[src/rtl/fifo_wr_burst.sv]
// rtl/fifo_wr_burst.sv - write-side burst controller feeding the async FIFO write port
// Optional macro FIFO_WR_THROTTLE_ALMOST_EN: halve the write rate while wfull_almost is set.
module fifo_wr_burst #(
  parameter int DSIZE     = 8,
  parameter int LENW      = 8,
  parameter int STALL_MAX = 16,
  parameter int CNTW      = 16
) (
  input  logic             wclk,
  input  logic             wrst_n,
  input  logic             burst_start,
  input  logic [LENW-1:0]  burst_len,
  input  logic             in_valid,
  input  logic [DSIZE-1:0] in_data,
  output logic             in_ready,
  output logic             winc,
  output logic [DSIZE-1:0] wdata,
  input  logic             wfull,
  input  logic             wfull_almost,
  input  logic             fifo_error_w,
  input  logic             err_clr,
  output logic             burst_busy,
  output logic             burst_done,
  output logic [CNTW-1:0]  words_written,
  output logic             err_timeout,
  output logic             err_overflow
);

  localparam int SW = (STALL_MAX > 1) ? $clog2(STALL_MAX) : 1;

  typedef enum logic [1:0] {IDLE, BURST, STALL, DONE} state_t;

  state_t          state;
  logic [LENW-1:0] rem;
  logic [SW-1:0]   stall_cnt;
  logic            throttle;
  logic            timeout;

`ifdef FIFO_WR_THROTTLE_ALMOST_EN
  logic last_acc;

  // Block the cycle right after an accept while the FIFO is nearly full.
  assign throttle = wfull_almost & last_acc;

  always_ff @(posedge wclk or negedge wrst_n) begin
    if (!wrst_n) last_acc <= 1'b0;
    else         last_acc <= (state == BURST) & winc;
  end
`else
  logic unused_almost;
  assign unused_almost = wfull_almost;
  assign throttle      = 1'b0;
`endif

  assign in_ready = (state == BURST) & ~wfull & ~throttle;
  assign winc     = in_valid & in_ready;
  assign wdata    = in_data;
  assign timeout  = (state == STALL) & wfull & (stall_cnt == SW'(STALL_MAX - 1));

  always_ff @(posedge wclk or negedge wrst_n) begin
    if (!wrst_n) begin
      state      <= IDLE;
      rem        <= '0;
      stall_cnt  <= '0;
      burst_busy <= 1'b0;
      burst_done <= 1'b0;
    end else begin
      burst_done <= 1'b0;
      case (state)
        IDLE: begin
          if (burst_start && burst_len != '0) begin
            state      <= BURST;
            rem        <= burst_len;
            burst_busy <= 1'b1;
          end
        end
        BURST: begin
          if (winc) begin
            if (rem != '0) rem <= rem - 1'b1;
            if (rem == LENW'(1)) begin
              state      <= DONE;
              burst_done <= 1'b1;
              burst_busy <= 1'b0;
            end
          end else if (wfull) begin
            state     <= STALL;
            stall_cnt <= '0;
          end
        end
        STALL: begin
          if (!wfull) begin
            state <= BURST;
          end else if (timeout) begin
            state      <= IDLE;
            burst_busy <= 1'b0;
          end else begin
            stall_cnt <= stall_cnt + 1'b1;
          end
        end
        default: state <= IDLE;
      endcase
    end
  end

  // Sticky flags: a set event beats a simultaneous clear.
  always_ff @(posedge wclk or negedge wrst_n) begin
    if (!wrst_n) begin
      words_written <= '0;
      err_timeout   <= 1'b0;
      err_overflow  <= 1'b0;
    end else begin
      if (winc) words_written <= words_written + 1'b1;
      if (timeout)      err_timeout <= 1'b1;
      else if (err_clr) err_timeout <= 1'b0;
      if (fifo_error_w) err_overflow <= 1'b1;
      else if (err_clr) err_overflow <= 1'b0;
    end
  end

endmodule

[config.mk]
export PLATFORM = sky130hd
export DESIGN_NAME = fifo_wr_burst
export DESIGN_NICKNAME = d
export VERILOG_FILES = /design/src/rtl/fifo_wr_burst.sv
export SDC_FILE = /design/constraint.sdc
export NUM_CORES = 1
export LEC_CHECK = 0
export CAP_MARGIN = 15
export CORE_MARGIN = 10
export CORE_UTILIZATION = 45
export CTS_BUF_LIST = sky130_fd_sc_hd__clkbuf_8
export CTS_CLUSTER_DIAMETER = 60
export DETAILED_ROUTE_END_ITERATION = 10
export GPL_TIMING_DRIVEN = 0
export HOLD_SLACK_MARGIN = 0.06
export PLACE_DENSITY = 0.85
export SLEW_MARGIN = 30
export SYNTH_ARGS = -nofsm -noshare
export SYNTH_HDL_FRONTEND = slang
export SYNTH_SLANG_ARGS = --single-unit
[constraint.sdc]
create_clock -name wclk -period 2 [get_ports wclk]
set_input_delay 0.3 -clock wclk [delete_from_list [all_inputs] [get_ports wclk]]
set_output_delay 0.3 -clock wclk [all_outputs]
set_load 0.02 [all_outputs]
==> results <==
layout by cell type, fill, tap and decap left out, drive strengths merged, types with 5 or more instances in the layout:
cell type,instances
o21ai,15
xor2,6
nand3,12
clkdlybuf4s50,40
clkbuf,6
ha,9
nor2,15
a21oi,7
buf,21
nand2,20
inv,11
xnor2,9
nor3,5
dfrtp,34
cells by family after synthesis:
group	after synthesis	share of synthesized area, %
AOI/OAI and AO/OA	44	15.38
xor gates and xnor gates	15	6.814
adders and majority gates	9	5.840
buffers and inverters	24	7.073
DFF	34	44.13
muxes	4	2.206
and+or+nand+nor	71	18.56
routing by layer:
| layer | track usage (%) | routed length [um] | vias up |
|---|---|---|---|
| met5 | 0 | 0 | - |
| met4 | 4.341 | 102 | 0 |
| met3 | 5.354 | 483 | 14 |
| met2 | 21.39 | 2329 | 84 |
| met1 | 14.37 | 2066 | 795 |
| li1 | - | - | 821 |
metrics by stage:
step,utilization (%),power [uW]
after floorplan,-,1986
after global placement,59.55,2346
after detailed placement,59.92,2406
after CTS,63.04,3062
after global routing,65.49,3446
final,65.49,3251
layout make-up:
| class | instances | area, sq um |
|---|---|---|
| Tap cell | 50 | 62.56 |
| Fill cell | 351 | 1410 |
| Multi-Input combinational cell | 143 | 997.2 |
| Inverter | 12 | 55.05 |
| Buffer | 12 | 90.09 |
| Timing Repair Buffer | 53 | 510.5 |
| Clock inverter | 3 | 40.04 |
| Sequential cell | 34 | 852.1 |
| Clock buffer | 5 | 68.82 |
timing repair:
item | in CTS | in global routing
pin swaps | 1 | 4
gates cloned | 0 | 1
hold buffers | 1 | 0
endpoints found under the hold margin | 8 | 0
gates resized for setup | 5 | 14
setup endpoints to repair | 11 | 12
buffers inserted | 1 | 6
state kept, by name (all words and copies together) (netlist names):
| register | flops |
|---|---|
| words_written | 16 |
| rem | 8 |
| stall_cnt | 4 |
| state | 2 |
| burst_busy | 1 |
| burst_done | 1 |
| err_overflow | 1 |
| err_timeout | 1 |
power by group through the flow:
stage	Clock [uW]	Combinational [uW]	Sequential [uW]
finish	628	1570	1060
global route	660	1710	1070
CTS	634	1400	1030
detailed placement	0	1360	1040
global placement	0	1310	1030
floorplan	0	917	1070
final timing paths:
path	endpoint	slack, ns	start
worst min register to register	words_written[15]$_DFFE_PN0P_	0.47	words_written[15]$_DFFE_PN0P_
worst min-delay path	stall_cnt[2]$_DFFE_PN0P_	0.29	wfull
worst max register to register	rem[7]$_DFFE_PN0P_	0.01	state[1]$_DFFE_PN0P_
max in group asynchronous	state[0]$_DFFE_PN0P_	1.19	wrst_n
min in group asynchronous	words_written[9]$_DFFE_PN0P_	0.39	wrst_n
worst max-delay path	state[1]$_DFFE_PN0P_	-0.03	burst_len[5]
worst max-delay path, cell delays in order:
cell	delay, ns
clkdlybuf4s50_1	0.44
nor4_1	0.52
nand2_1	0.10
a21boi_0	0.38
a211oi_1	0.15
mux2_2	0.30
==> out/metrics.cfg <==
[logic_synthesis]
avgSynthCellArea_sq_um = 9.593
synth.area.top_cells = dfrtp_1 44%, ha_1 5.8%, buf_4 4.3%, xnor2_1 4.1%, nand2_1 3.7%
synth_cells = 201
synth_edf_count = 0
ys_seq_area_share_pct = 44.13
synth.yosys.warnings = 0
ys_ff_latch = 34
synth_top_cell_area_share_pct = 44.13
ys_types = 47
yosysTopAreaCell = dfrtp_1
async_flop_share_pct = 100.0
synth_common_cells = 34 x dfrtp_1, 19 x nand2_1, 13 x nor2_1
yosysMostFrequentCell = dfrtp_1
syn_area_sq_um = 1928
syn-num-nets = 234
synth_ff_type = dfrtp_1

[timing]
drv_slew = 0
finClkSkew_ns = 0.007408
fmax_mhz = 492.9
fin_hold_ws_ns = 0.2886
setup-tns-final_ns = -0.04692
hold_viol_final = 0
relSlewSlack_pct = 63.11
fin_ws_ns = -0.02898
worstMarginPinSlew_ns = 0.5484
period_minus_slack_ns = 2.029
timing.final.crit_share_pct = 101.4
setup_viol = 2
rsz0062_at_grt = true

[drt]
drt_first_pass_iters = 4
drc = 0
routed_wirelength_um = 4982
num_vias = 1714
antenna_left = 0
drt_iter0_drc = 63
drt-wirelength-per-cell_um = 15.97
viasPerCell = 5.494

[placed_design]
port_buffers = 43
gp_congestion = 0.8967
place_inst = 295
dpl_cell_area_sq_um = 2449
pre_cts_slack_ns = -0.1292
place_hpwl_um = 3573

[worst_setup_path]
cp_max_fo = 3
cp-start-kind = primary input
r2r_cells = 11
critPathArrivalTime_ns = 2.20
critical_path_class = primary input to flip-flop
crit_required_ns = 2.17
end_kind = flip-flop

[power_and_ir_drop]
p_switching_uw = 1296
power_density_nw_per_um2 = 1215
p_leak_uw = 0.001204
power_frac_seq_pct = 32.5
internal_power_uw = 1955
p_sw_share_pct = 39.85
p_comb_share_pct = 48.2
worst_ir_drop_vdd_uv = 807.4
clockPowerShare_pct = 19.3

[global_routing]
grt_overflow_total = 0
grt_pass1_wl_um = 7886
grt_use_total_pct = 12.82
grt_pass1_vias = 1713
antenna_found_initial = 0
grt_max_degree = 27

[layout]
layoutNonFillerInstCount = 312
drive_above_1_share_pct = 19.08
final_nets = 294
num_antenna_cells = 0
post-route-cell-area_sq_um = 2676
syn_to_final_growth_pct = 38.81

[cts]
cts_buffer_depth = 2
cts.sinks = 34
cts-root-buf = clkbuf_8
cts_tree = built
clkTransAtPathRegs_ns = 0.07
cts_buffers = 5
htree_num_levels = 2
insertion_delay_ns = 0.29

[die]
core_sq_um = 4086
die_h_um = 85.46
start_util_pct = 47.18
io_pins = 54
dieWidth_um = 85.46
die_area_sq_um = 7303
fp-row-count = 23

[hold_path]
hold_path_class = primary input to flip-flop
hold_depth = 2

[outcome]
violations = setup timing
outcome = finished with violations

[run]
drv_cap = 0

Note: power is estimated with default switching activity, not from simulation.
